`src/rtl/apb_slave_regfile_pkg.sv`:
```
// apb_slave_regfile_pkg: FSM states and APB constants shared by the register-file completer.
package apb_slave_regfile_pkg;
  typedef enum logic [1:0] {
    ST_IDLE  = 2'd0,
    ST_WAIT  = 2'd1,
    ST_READY = 2'd2
  } state_t;
  localparam logic [3:0] PSTRB_ALL  = 4'hF;
  localparam int         WORD_BYTES = 4;
  localparam logic       RESP_OKAY  = 1'b0;
  localparam logic       RESP_ERR   = 1'b1;
endpackage

```
`src/rtl/apb_byte_merge.sv`:
```
// apb_byte_merge: per-lane select between old register data and APB write data.
module apb_byte_merge
  import apb_slave_regfile_pkg::*;
(
  input  logic [31:0] old_data,
  input  logic [31:0] wdata,
  input  logic [3:0]  strb,
  output logic [31:0] merged
);
  for (genvar b = 0; b < WORD_BYTES; b++) begin : g_lane
    assign merged[8*b +: 8] = strb[b] ? wdata[8*b +: 8] : old_data[8*b +: 8];
  end
endmodule

```
`src/rtl/apb_slave_regfile.sv`:
```
// apb_slave_regfile: APB completer with an ID word, RW config registers and programmable wait states.
module apb_slave_regfile
  import apb_slave_regfile_pkg::*;
#(
  parameter int          NUM_REGS    = 8,
  parameter int          WAIT_CYCLES = 1,
  parameter logic [31:0] ID_VALUE    = 32'hA9B0_0001,
  localparam int         IDX_W       = $clog2(NUM_REGS)
) (
  input  logic                     PCLK,
  input  logic                     PRESETn,
  input  logic [31:0]              PADDR,
  input  logic [2:0]               PPROT,
  input  logic                     PSELx,
  input  logic                     PENABLE,
  input  logic                     PWRITE,
  input  logic [31:0]              PWDATA,
  input  logic [3:0]               PSTRB,
  output logic                     PREADY,
  output logic [31:0]              PRDATA,
  output logic                     PSLVERR,
  output logic [32*NUM_REGS-1:0]   cfg_o,
  output logic [NUM_REGS-1:0]      wr_pulse_o
);
  state_t           state;
  logic [3:0]       cnt;
  logic [IDX_W-1:0] idx_q;
  logic             err_q;
  logic             wr_q;
  logic             unused;
  assign unused = ^PPROT;
  logic             setup;
  logic [IDX_W-1:0] addr_idx;
  logic             addr_err;
  logic [IDX_W-1:0] sel_idx;
  logic             sel_err;
  logic             sel_wr;
  logic [31:0]      cur;
  logic [31:0]      rd_val;
  logic [31:0]      merged;
  logic             do_write;
  assign setup    = PSELx && !PENABLE;
  assign addr_idx = PADDR[IDX_W+1:2];
  assign addr_err = (|PADDR[1:0]) || (|PADDR[31:IDX_W+2]) || (32'(addr_idx) >= NUM_REGS)
                    || (PWRITE && addr_idx == '0);
  // In IDLE the transfer is being decoded live; afterwards the setup-time snapshot rules.
  assign sel_idx  = (state == ST_IDLE) ? addr_idx : idx_q;
  assign sel_err  = (state == ST_IDLE) ? addr_err : err_q;
  assign sel_wr   = (state == ST_IDLE) ? PWRITE   : wr_q;
  assign cur      = cfg_o[{sel_idx, 5'd0} +: 32];
  assign rd_val   = (sel_wr || sel_err) ? '0 : cur;
  assign do_write = (state == ST_READY) && PSELx && PENABLE && wr_q && !err_q;
  apb_byte_merge u_merge (
    .old_data (cur),
    .wdata    (PWDATA),
    .strb     (PSTRB),
    .merged   (merged)
  );
  always_ff @(posedge PCLK or negedge PRESETn) begin
    if (!PRESETn) begin
      state   <= ST_IDLE;
      cnt     <= '0;
      idx_q   <= '0;
      err_q   <= 1'b0;
      wr_q    <= 1'b0;
      PREADY  <= 1'b0;
      PRDATA  <= '0;
      PSLVERR <= 1'b0;
    end else begin
      PREADY  <= 1'b0;
      PRDATA  <= '0;
      PSLVERR <= RESP_OKAY;
      case (state)
        ST_IDLE: if (setup) begin
          idx_q <= addr_idx;
          err_q <= addr_err;
          wr_q  <= PWRITE;
          if (WAIT_CYCLES == 0) begin
            state   <= ST_READY;
            PREADY  <= 1'b1;
            PRDATA  <= rd_val;
            PSLVERR <= sel_err ? RESP_ERR : RESP_OKAY;
          end else begin
            state <= ST_WAIT;
            cnt   <= 4'(WAIT_CYCLES - 1);
          end
        end
        ST_WAIT: if (!PSELx) state <= ST_IDLE;
        else if (cnt == '0) begin
          state   <= ST_READY;
          PREADY  <= 1'b1;
          PRDATA  <= rd_val;
          PSLVERR <= sel_err ? RESP_ERR : RESP_OKAY;
        end else cnt <= cnt - 1'b1;
        default: state <= ST_IDLE;
      endcase
    end
  end
  assign cfg_o[31:0] = ID_VALUE;
  for (genvar i = 1; i < NUM_REGS; i++) begin : g_reg
    logic [31:0] r;
    always_ff @(posedge PCLK or negedge PRESETn)
      if (!PRESETn) r <= '0;
      else if (do_write && idx_q == IDX_W'(i)) r <= merged;
    assign cfg_o[32*i +: 32] = r;
  end
  always_ff @(posedge PCLK or negedge PRESETn)
    if (!PRESETn) wr_pulse_o <= '0;
    else wr_pulse_o <= (do_write && |PSTRB) ? (NUM_REGS'(1) << idx_q) : '0;
endmodule

```
`config.mk`:
```
export PLATFORM = sky130hd
export DESIGN_NAME = apb_slave_regfile
export DESIGN_NICKNAME = d
export VERILOG_FILES = /design/src/rtl/apb_slave_regfile_pkg.sv /design/src/rtl/apb_byte_merge.sv /design/src/rtl/apb_slave_regfile.sv
export SDC_FILE = /design/constraint.sdc
export NUM_CORES = 1
export LEC_CHECK = 0
export ABC_CLOCK_PERIOD_IN_PS = 4050
export BUFFER_PORTS_ARGS = -buffer_cell sky130_fd_sc_hd__buf_2
export CAP_MARGIN = 10
export CELL_PAD_IN_SITES_DETAIL_PLACEMENT = 0
export CELL_PAD_IN_SITES_GLOBAL_PLACEMENT = 2
export CORE_MARGIN = 2
export CORE_UTILIZATION = 34
export DETAILED_ROUTE_END_ITERATION = 12
export GPL_TIMING_DRIVEN = 0
export PLACE_DENSITY = 0.84
export SYNTH_ARGS = -nofsm -noshare
export SYNTH_HDL_FRONTEND = slang
export SYNTH_SLANG_ARGS = --single-unit
export TNS_END_PERCENT = 10
```
`constraint.sdc`:
```
create_clock -name PCLK -period 4.05 [get_ports PCLK]
set_input_delay 0.405 -clock PCLK [delete_from_list [all_inputs] [get_ports PCLK]]
set_output_delay 0.405 -clock PCLK [all_outputs]
set_load 0.1 [all_outputs]
```
==> impl_metrics.toml, run 1 <==
[outcome]
status = "completed"

[drt]
vias_after_detailed_routing = 14957
route.detailed.vias_per_inst = 5.74
drt_iter0_markers = 1414
wl_um = 68100
drt-pass1-iter-count = 6
detail_routed_net_length_per_standard_cell_um = 26.1
route.detailed.drc = 0
ant_nets = 0

[final_layout]
sequential_cell_area_mm2 = 0.00693
layout.filler_cells = 4313
finish.utilization_pct = 43.2
stdcell_area_mm2 = 0.0181
final_common_cell = "buf_2"
multi_input_area_mm2 = 0.00676
post_route_cells_drive_above_1_share_pct = 27.3
layoutNonFillerInstCount = 2605
layout.cells.most_common_list = "buf_2, dfrtp_1, nor2_1"
nets = 2120
layout-area-overhead-vs-synth_pct = 25.3

[yosys]
ys.flop_type = "dfrtp_1"
yosysUniqueCellTypes = 59
syn_avg_cell_area_um2 = 8.85
yosys_register_bits = 277
syn_inst_count = 1636
synth_edf_count = 0
asyncSetResetFlopFracSynth_pct = 100
synth_area_mm2 = 0.0145
synth_seq_area_share_pct = 47.8
number_of_warning_messages_in_the_yosys_log = 0

[clock_network]
cts_num_sinks = 277
clk_transition_reported_paths_ns = 0.05
number_of_buffers_inserted_during_clock_tree_synthesis = 35
tritoncts = "done"
cts_buffer_depth = 3
clockRootBuffer = "clkbuf_16"
insertion_delay_ns = 0.57
h_tree_levels = 2
cts_setup_buffers = 0

[critical_path]
rrSetupSlack_ns = 0.79
crit_fanout = 11
required_ns = 4.51
crit_path_start_kind = "flip-flop"
rr_endpoint = "g_reg[3].r[18]$_DFFE_PN0P_"
critPathArrivalTime_ns = 3.71
worstSetupEndpointType = "flip-flop"
worst_reg2reg_path_depth = 7
worstReg2RegStart = "state[1]$_DFFE_PN0P_"
ws_path_type = "flip-flop to flip-flop"

[global_route]
gr-total-overflow = 0
vias_in_the_first_global_route = 14133
grt_first_pass_wirelength_um = 97400
grt_start_max_net_pins = 111
grt_antenna_before_repair = 1
grt.total_usage_pct = 30.3

[hold_path]
source_of_the_worst_hold_timing_path = "PWRITE"
hold_path.class = "primary input to flip-flop"
holdPathStages = 3
timing.hold.worst_endpoint = "wr_q$_DFFE_PN0P_"

[power]
power_per_cell_area_mw_per_mm2 = 385
power.static_leakage_nw = 8.54
vdd.ir_drop.worst_mv = 0.242
p_total_mw = 6.98

[die]
floorplan.die.height_um = 210
num_rows = 75
floorplan.initialDensity_pct = 34.5
top_level_ports = 374
fp.dieArea_mm2 = 0.0443
core_mm2 = 0.0420
fp.dieW_um = 210

[run]
maxCapViolations = 0

[place]
placed_cells_incl_taps = 2544
hpwl_um = 48100
number_of_buffers_inserted_by_port_buffering = 336
preCtsSetupSlack_ns = 0.984
place_area_mm2 = 0.0170
finalWeightedCongestion = 0.914

[sta]
finalSetupTns_ns = 0
tightest_slew_ns = 1.15
achievable_freq_mhz = 307
timing.final.setup_violations = 0
hold_viol = 0
fin_worst_hold_slack_ns = 0.0825
slew_violations = 0
relSlewSlack_pct = 23.3
setup_slack_after_layout_ns = 0.792
period_needed_ns = 3.26
finClkSkew_ns = 0.0394
fin_crit_sh_pct = 80.5
grt_setup_unrepaired = "false"
## power breakdown
group          leakage [nW]  internal (mW)  total [mW]  switching, mW
combinational          4.14          0.247        1.08          0.829
sequential             3.86           2.78        2.79         0.0111
clock                 0.536           1.82        3.11           1.29
total                  8.54           4.85        6.98           2.13
## worst max-delay path: stages (launching register included)
cell	delay (ns)
dfrtp_1	0.36
buf_4	0.17
nor3b_2	0.79
clkbuf_1	0.85
o21ai_0	0.21
a21oi_1	0.30
o211ai_2	0.24
o21ai_0	0.26
## final cells by class
class                   instances  share of cell area, %
plain buffers                 166                   4.79
clock inverters                 4                  0.331
clock buffers                  54                   5.72
flip-flops and latches        277                   38.2
well taps                     539                   3.72
repair buffers                340                   9.72
inverters                      11                  0.228
multi-input cells            1212                   37.3
diodes                          2                 0.0276
## cells in the mapped netlist, drive strengths merged (2+ instances only)
| cell | n | share of area [%] |
|---|---|---|
| a21oi | 209 | 7.5 |
| and2 | 2 | 0.086 |
| o21a | 2 | 0.10 |
| dfrtp | 277 | 48 |
| a221oi | 8 | 0.83 |
| o221ai | 10 | 1.8 |
| o31ai | 56 | 2.9 |
| or3b | 4 | 0.26 |
| o21ai | 252 | 8.9 |
| mux2 | 10 | 0.78 |
| nand2 | 120 | 3.1 |
| a21o | 25 | 1.3 |
| o221a | 8 | 0.62 |
| nor4 | 15 | 1.5 |
| nand2b | 3 | 0.13 |
| nand4b | 3 | 0.18 |
| nand3 | 126 | 4.4 |
| nor4b | 3 | 0.18 |
| nor2b | 11 | 0.48 |
| clkbuf | 76 | 2.0 |
| o211ai | 23 | 1.7 |
| nor2 | 216 | 5.6 |
| or2 | 29 | 1.3 |
| or4 | 2 | 0.10 |
| nand4 | 5 | 0.22 |
| buf | 90 | 4.0 |
| inv | 11 | 0.29 |
| nor3b | 2 | 0.22 |
| conb | 2 | 0.052 |
| nor3 | 26 | 0.90 |
## metal layers
metal | wire length, um | vias up | global-route usage, %
met5 | 0 | - | 0
met3 | 6010 | 173 | 5.69
li1 | - | 6581 | -
met1 | 28600 | 7355 | 42.0
met4 | 3260 | 0 | 14.8
met2 | 30200 | 848 | 45.4
## worst max path at each step
stage,startpoint,endpoint,slack (ns),cells past startpoint
4_1_cts,state[1]$_DFFE_PN0P_,g_reg[3].r[18]$_DFFE_PN0P_,0.97,7
3_5_place_dp,PADDR[4],g_reg[2].r[18]$_DFFE_PN0P_,0.98,7
2_1_floorplan,g_reg[3].r[29]$_DFFE_PN0P_,g_reg[6].r[29]$_DFFE_PN0P_,1.99,5
3_3_place_gp,PRESETn,PRDATA[16]$_DFF_PN0_,-2.93,1
6_report,state[1]$_DFFE_PN0P_,g_reg[3].r[18]$_DFFE_PN0P_,0.79,7
5_1_grt,state[1]$_DFFE_PN0P_,g_reg[1].r[10]$_DFFE_PN0P_,0.76,7
## what timing repair did
item,in CTS,in global routing
endpoints found under the hold margin,62,0
hold buffers,1,0
gates resized for setup,0,0
## cells by family (layout without fill, tap and decap cells)
logic type | Yosys count | count (layout) | synth area share, %
other | 2 | 34 | 0.0518
AO/OA/AOI/OAI | 596 | 596 | 26.0
AND/OR/NAND/NOR | 571 | 571 | 18.8
XOR/XNOR | 2 | 2 | 0.121
buffers and inverters | 177 | 575 | 6.29
multiplexers | 10 | 10 | 0.777
flip-flops | 277 | 277 | 47.8
adder cells (fa/ha/maj) | 1 | 1 | 0.0864
## sequential cells by signal, indices dropped and copies added, names as in the netlist
register / count
PREADY: 1
err_q: 1
PSLVERR: 1
cnt: 4
state: 2
wr_q: 1
PRDATA: 32
wr_pulse_o: 8
g.r: 224
idx_q: 3
(Power assumes the default switching activity.)
==> run 2, diff against run 1 <==
--- a/config.mk
+++ b/config.mk
@@ -5,16 +5,17 @@
 export SDC_FILE = /design/constraint.sdc
 export NUM_CORES = 1
 export LEC_CHECK = 0
-export ABC_CLOCK_PERIOD_IN_PS = 4050
+export ABC_AREA = 1
+export ABC_CLOCK_PERIOD_IN_PS = 3200
 export BUFFER_PORTS_ARGS = -buffer_cell sky130_fd_sc_hd__buf_2
 export CAP_MARGIN = 10
 export CELL_PAD_IN_SITES_DETAIL_PLACEMENT = 0
 export CELL_PAD_IN_SITES_GLOBAL_PLACEMENT = 2
 export CORE_MARGIN = 2
-export CORE_UTILIZATION = 34
+export CORE_UTILIZATION = 30
 export DETAILED_ROUTE_END_ITERATION = 12
 export GPL_TIMING_DRIVEN = 0
-export PLACE_DENSITY = 0.84
+export PLACE_DENSITY = 0.79
 export SYNTH_ARGS = -nofsm -noshare
 export SYNTH_HDL_FRONTEND = slang
 export SYNTH_SLANG_ARGS = --single-unit
==> constraint.sdc (replaced) <==
create_clock -name PCLK -period 3.2 [get_ports PCLK]
set_input_delay 0.32 -clock PCLK [delete_from_list [all_inputs] [get_ports PCLK]]
set_output_delay 0.32 -clock PCLK [all_outputs]
set_load 0.1 [all_outputs]
==> impl_metrics.toml, run 2 <==
[clock_network]
h_tree_levels = 2
insertion_delay_ns = 0.57
clockRootBuffer = "clkbuf_16"
number_of_buffers_inserted_during_clock_tree_synthesis = 36
clk_transition_reported_paths_ns = 0.05
tritoncts = "done"
cts_num_sinks = 277
post_cts_sizing = 0
cts_buffer_depth = 3

[drt]
route.detailed.drc = 0
ant_nets = 0
drt_iter0_markers = 1302
wl_um = 65500
drt-pass1-iter-count = 5
detail_routed_net_length_per_standard_cell_um = 22.9
vias_after_detailed_routing = 14485
route.detailed.vias_per_inst = 5.07

[global_route]
gr-total-overflow = 0
grt_first_pass_wirelength_um = 93700
grt_antenna_before_repair = 1
grt.total_usage_pct = 26.6
vias_in_the_first_global_route = 14060
grt_start_max_net_pins = 109

[place]
placed_cells_incl_taps = 2795
hpwl_um = 46400
finalWeightedCongestion = 0.883
number_of_buffers_inserted_by_port_buffering = 338
preCtsSetupSlack_ns = 0.694

[yosys]
syn_avg_cell_area_um2 = 7.74
yosys_register_bits = 277
yosysMostFrequentCell = "nand2_1"
netlist_top_cells_count = "nand2_1, nand3_1, dfrtp_1"
yosys-top-cells-area = "dfrtp_1, nand3_1, nand2_1, nand3_2, nor2_1"
number_of_warning_messages_in_the_yosys_log = 0
syn_inst_count = 1817
synth_seq_area_share_pct = 49.3
synth_edf_count = 0
synth_area_mm2 = 0.0141
yosysUniqueCellTypes = 29
post_synthesis_cell_type_with_the_largest_combined_area = "dfrtp_1"
asyncSetResetFlopFracSynth_pct = 100
ys.flop_type = "dfrtp_1"
synth_largest_type_area_fraction_pct = 49.3

[hold_path]
source_of_the_worst_hold_timing_path = "PADDR[3]"
timing.hold.worst_endpoint = "idx_q[1]$_DFFE_PN0P_"
holdPathStages = 3
hold_path.class = "primary input to flip-flop"

[critical_path]
worstSetupEndpointType = "flip-flop"
critPathArrivalTime_ns = 3.05
required_ns = 3.64
rr_endpoint = "PRDATA[11]$_DFF_PN0_"
worst_reg2reg_path_depth = 9
rrSetupSlack_ns = 0.59
crit_fanout = 10
worstReg2RegStart = "cnt[1]$_DFFE_PN0P_"
crit_path_start_kind = "flip-flop"
ws_path_type = "flip-flop to flip-flop"

[run]
maxCapViolations = 0

[sta]
fin_crit_sh_pct = 81.7
grt_setup_unrepaired = "false"
relSlewSlack_pct = 31.6
setup_slack_after_layout_ns = 0.586
tightest_slew_ns = 1.03
slew_violations = 0
timing.final.setup_violations = 0
finClkSkew_ns = 0.0274
achievable_freq_mhz = 383
period_needed_ns = 2.61
hold_viol = 0

[die]
fp.dieW_um = 221
num_rows = 79
floorplan.initialDensity_pct = 30.3
fp.dieArea_mm2 = 0.0487
core_mm2 = 0.0465
top_level_ports = 374
floorplan.die.height_um = 221

[final_layout]
layout-area-overhead-vs-synth_pct = 27.5
layout.cells.most_common_list = "nand2_1, nand3_1, buf_2"
top_register = "g.r"
post_route_cells_drive_above_1_share_pct = 25.9
largest_reg_flops = 224
biggestRegsByFlops = "g.r: 224 flops, PRDATA: 32 flops, wr_pulse_o: 8 flops"
layoutNonFillerInstCount = 2857
nets = 2305
final_common_cell = "nand2_1"
finish.utilization_pct = 38.6

[power]
vdd.ir_drop.worst_mv = 0.324
power.static_leakage_nw = 10.0
power_per_cell_area_mw_per_mm2 = 653

[outcome]
status = "completed"
[run 2: changes by cell type after synthesis, moves of 23 or more]
cell and delta:
nand2_1 +458, a21oi_1 -198, and2_1 +30, a21o_1 -24, nand3_1 +405, buf_2 +25, o21ai_0 -182, nor2_1 -133
o31ai_1 -56, nand3_2 +32, inv_1 +23, o21ai_1 -60
[run 2: cells by family (layout without fill, tap and decap cells)]
| logic type | Yosys count | in the layout | synth area share [%] |
|---|---|---|---|
| compound gates | 14 | 14 | 0.640 |
| xor+xnor | 1 | 1 | 0.0623 |
| flops | 277 | 277 | 49.3 |
| simple gates | 1307 | 1307 | 42.5 |
| other cells | 2 | 33 | 0.0534 |
| buf+inv | 215 | 617 | 7.41 |
| fa+ha+maj | 1 | 1 | 0.0889 |
[run 2: timing repair]
item,in CTS,in global routing
hold endpoints to repair,63,0
hold buffers,2,0
buffers inserted,0,0
[run 2: worst max path at each step]
stage	startpoint	endpoint	slack, ns	depth (start not counted)
after detailed placement	cnt[0]$_DFFE_PN0P_	PRDATA[11]$_DFF_PN0_	0.69	9
after floorplan	state[0]$_DFFE_PN0P_	g_reg[4].r[10]$_DFFE_PN0P_	1.54	11
final	cnt[1]$_DFFE_PN0P_	PRDATA[11]$_DFF_PN0_	0.59	9
after CTS	cnt[0]$_DFFE_PN0P_	PRDATA[11]$_DFF_PN0_	0.67	9
after global routing	cnt[0]$_DFFE_PN0P_	PRDATA[11]$_DFF_PN0_	0.49	9
after global placement	PRESETn	PRDATA[10]$_DFF_PN0_	-3.77	1
[run 2: final cells by class]
cell class                 instances  area, um^2
clock buffer                      47        1030
tap                              607         759
antenna                            1        2.50
clock inverter                    12         168
fill                            4969       28500
sequential                       277        6930
inverter                          42         158
timing repair buffer             343        1780
buffer                           173         885
multi-input combinational       1355        6220
[run 2: metrics by stage]
| stage | cell area (um^2) | hold WS [ns] | power [mW] | TNS (ns) |
|---|---|---|---|---|
| 2_1_floorplan | 14200 | 0.0244 | 6.28 | 0 |
| 6_report | 17900 | 0.0254 | 11.7 | 0 |
| 4_1_cts | 17900 | 0.00170 | 11.8 | 0 |
| 3_3_place_gp | 16600 | 0.456 | 7.49 | -1033.52 |
| 3_5_place_dp | 16700 | 0.306 | 7.53 | 0 |
| 5_1_grt | 17900 | 0.0538 | 12.2 | 0 |
[run 2: worst max-delay path, stage by stage (launching register included)]
cell      delay (ns)
dfrtp_1         0.38
inv_1           0.09
ha_1            0.16
nand2_1         0.05
nor2_1          0.19
nand3_1         0.19
a211oi_1        0.22
nand3_1         0.36
clkbuf_1        0.50
nor2_1          0.35
[run 2: report_power, final]
part | internal, mW | leakage (nW) | switching (mW)
Clock | 2.52 | 0.594 | 1.69
Combinational | 0.902 | 5.59 | 2.88
Sequential | 3.61 | 3.85 | 0.101
[run 2: per-layer routing]
layer	track usage (%)	vias up	routed length (um)
met5	0	-	0
met4	8.80	0	1920
met3	5.25	118	5230
met2	42.3	628	29900
met1	36.3	7027	28500
li1	-	6712	-
==> run 3, diff against run 2 <==
--- a/config.mk
+++ b/config.mk
@@ -5,14 +5,14 @@
 export SDC_FILE = /design/constraint.sdc
 export NUM_CORES = 1
 export LEC_CHECK = 0
-export ABC_AREA = 1
-export ABC_CLOCK_PERIOD_IN_PS = 3200
+export ABC_AREA = 0
+export ABC_CLOCK_PERIOD_IN_PS = 2700
 export BUFFER_PORTS_ARGS = -buffer_cell sky130_fd_sc_hd__buf_2
 export CAP_MARGIN = 10
 export CELL_PAD_IN_SITES_DETAIL_PLACEMENT = 0
 export CELL_PAD_IN_SITES_GLOBAL_PLACEMENT = 2
 export CORE_MARGIN = 2
-export CORE_UTILIZATION = 30
+export CORE_UTILIZATION = 32
 export DETAILED_ROUTE_END_ITERATION = 12
 export GPL_TIMING_DRIVEN = 0
 export PLACE_DENSITY = 0.79
==> constraint.sdc (replaced) <==
create_clock -name PCLK -period 2.7 [get_ports PCLK]
set_input_delay 0.27 -clock PCLK [delete_from_list [all_inputs] [get_ports PCLK]]
set_output_delay 0.27 -clock PCLK [all_outputs]
set_load 0.1 [all_outputs]
==> impl_metrics.toml, run 3 (synthesized netlist as in run 1, its figures left out) <==
[outcome]
status = "completed"

[clock_network]
cts_num_sinks = 277
h_tree_levels = 2
clk_transition_reported_paths_ns = 0.06
tritoncts = "done"
cts_buffer_depth = 3
insertion_delay_ns = 0.56
number_of_buffers_inserted_during_clock_tree_synthesis = 36
clockRootBuffer = "clkbuf_16"

[place]
hpwl_um = 49300
finalWeightedCongestion = 0.913
number_of_buffers_inserted_by_port_buffering = 336

[die]
fp.dieW_um = 217
floorplan.die.height_um = 217
core_mm2 = 0.0444
floorplan.initialDensity_pct = 32.6
top_level_ports = 374
fp.dieArea_mm2 = 0.0470
num_rows = 77

[sta]
achievable_freq_mhz = 378
timing.final.setup_violations = 0
relSlewSlack_pct = 41.1
slew_violations = 0
finalSetupTns_ns = 0
hold_viol = 0
tightest_slew_ns = 0.876
period_needed_ns = 2.65
finClkSkew_ns = 0.0186
fin_crit_sh_pct = 98.1
fin_worst_hold_slack_ns = 0.0200
grt_setup_unrepaired = "true"

[final_layout]
final_common_cell = "buf_2"
post_route_cells_drive_above_1_share_pct = 29.5
top_register = "g.r"
nets = 2144
layout.filler_cells = 4540
biggestRegsByFlops = "g.r: 224 flops, PRDATA: 32 flops, wr_pulse_o: 8 flops"
layout-area-overhead-vs-synth_pct = 28.5
largest_reg_flops = 224
layout.cells.most_common_list = "buf_2, dfrtp_1, nor2_1"

[critical_path]
worstSetupEndpointType = "flip-flop"
required_ns = 3.11
worstReg2RegStart = "state[1]$_DFFE_PN0P_"
crit_path_start_kind = "flip-flop"
rrSetupSlack_ns = 0.05
critical-path-top-delay-family = "buffers and inverters"
ws_path_type = "flip-flop to flip-flop"
crit_fanout = 10
worst_reg2reg_path_depth = 10
crit_chain = "buf_4, buf_6, and4b_1, buf_2, nand4b_1, buf_4, clkbuf_1, nor2_1, a21oi_1, o21ai_0"
critPathArrivalTime_ns = 3.06
timing.critical_path.slowest_stage_cell = "clkbuf_1"
rr_endpoint = "g_reg[4].r[6]$_DFFE_PN0P_"
cp_slowest_stage_delay_ns = 0.60
crit_path_frequent_cell = "buf_4"
crit_buf_inv = 5

[drt]
ant_nets = 0
route.detailed.drc = 0
wl_um = 70400
vias_after_detailed_routing = 14916
route.detailed.vias_per_inst = 5.56
detail_routed_net_length_per_standard_cell_um = 26.2
drt-pass1-iter-count = 6
drt_iter0_markers = 1270

[power]
power.static_leakage_nw = 8.74
power_per_cell_area_mw_per_mm2 = 575
vdd.ir_drop.worst_mv = 0.343

[global_route]
gr-total-overflow = 0
grt_antenna_before_repair = 1
grt.total_usage_pct = 29.3
grt_first_pass_wirelength_um = 101000
grt_start_max_net_pins = 114
vias_in_the_first_global_route = 14333

[hold_path]
holdPathStages = 3
timing.hold.worst_endpoint = "err_q$_DFFE_PN0P_"
source_of_the_worst_hold_timing_path = "PADDR[15]"
hold_path.class = "primary input to flip-flop"

[run]
maxCapViolations = 0
-- run 3: changes by cell type in the layout (fill, tap and decap cells not counted), sizes merged, moves of 56 or more --
| cell | change |
|---|---|
| o21ai | +243 |
| nand2 | -460 |
| nor2 | +126 |
| nand3 | -437 |
| o31ai | +56 |
| a21oi | +207 |
-- run 3: worst max-delay path by stage --
stage	start	end	cells after the start	slack, ns
2_1_floorplan	g_reg[3].r[29]$_DFFE_PN0P_	g_reg[6].r[29]$_DFFE_PN0P_	5	0.64
3_3_place_gp	PRESETn	PRDATA[18]$_DFF_PN0_	1	-4.25
3_5_place_dp	state[1]$_DFFE_PN0P_	g_reg[5].r[17]$_DFFE_PN0P_	7	-0.30
4_1_cts	state[1]$_DFFE_PN0P_	g_reg[3].r[18]$_DFFE_PN0P_	9	-0.11
5_1_grt	state[1]$_DFFE_PN0P_	g_reg[4].r[8]$_DFFE_PN0P_	10	-0.04
6_report	state[1]$_DFFE_PN0P_	g_reg[4].r[6]$_DFFE_PN0P_	10	0.05
-- run 3: where the power goes --
group | switching (mW) | internal [mW]
combinational | 1.28 | 0.419
sequential | 0.0161 | 4.17
clock | 2.00 | 2.82
-- run 3: layer usage --
metal	vias to the layer above	GRT usage [%]	wire length (um)
met1	7317	39.9	29200
met3	118	6.32	6840
li1	6631	-	-
met2	846	45.8	32000
met4	4	10.8	2370
met5	-	0.938	85
-- run 3: worst register-to-register path: cells and delay by family, from the launching register on --
family | cells | cell delay (ns)
AO/OA/AOI/OAI | 2 | 0.23
flip-flops | 1 | 0.37
AND/OR/NAND/NOR | 3 | 0.61
buffers and inverters | 5 | 1.31
-- run 3: stage by stage --
| stage | cell area [um^2] | utilization (%) | setup WS (ns) | std cells | total power, mW |
|---|---|---|---|---|---|
| floorplan | 14600 | - | 0.642 | 1666 | 5.26 |
| global placement | 17000 | 38.3 | -4.25 | 2594 | 5.84 |
| detailed placement | 17100 | 38.5 | -0.297 | 2597 | 5.85 |
| CTS | 18400 | 41.5 | -0.107 | 2675 | 10.7 |
| global route | 18600 | 41.9 | -0.0404 | 2684 | 11.0 |
| finish | 18600 | 41.9 | 0.0513 | 2685 | 10.7 |
-- run 3: area by class of cell --
class | count | area (um^2) | share of cell area [%]
diodes | 1 | 2.50 | 0.0134
plain buffers | 165 | 912 | 4.90
clock buffers | 51 | 1020 | 5.47
clock inverters | 12 | 125 | 0.672
inverters | 11 | 41.3 | 0.222
multi-input cells | 1212 | 6880 | 37.0
flip-flops and latches | 277 | 6930 | 37.2
well taps | 592 | 741 | 3.98
repair buffers | 364 | 1970 | 10.6
-- run 3: what timing repair did --
item                       4_1_cts  5_1_grt
gates resized for setup         18       44
hold buffers                     5        0
setup endpoints to repair      230      231
pin swaps                        2        5
hold endpoints to repair        77        0
buffers inserted                10       10
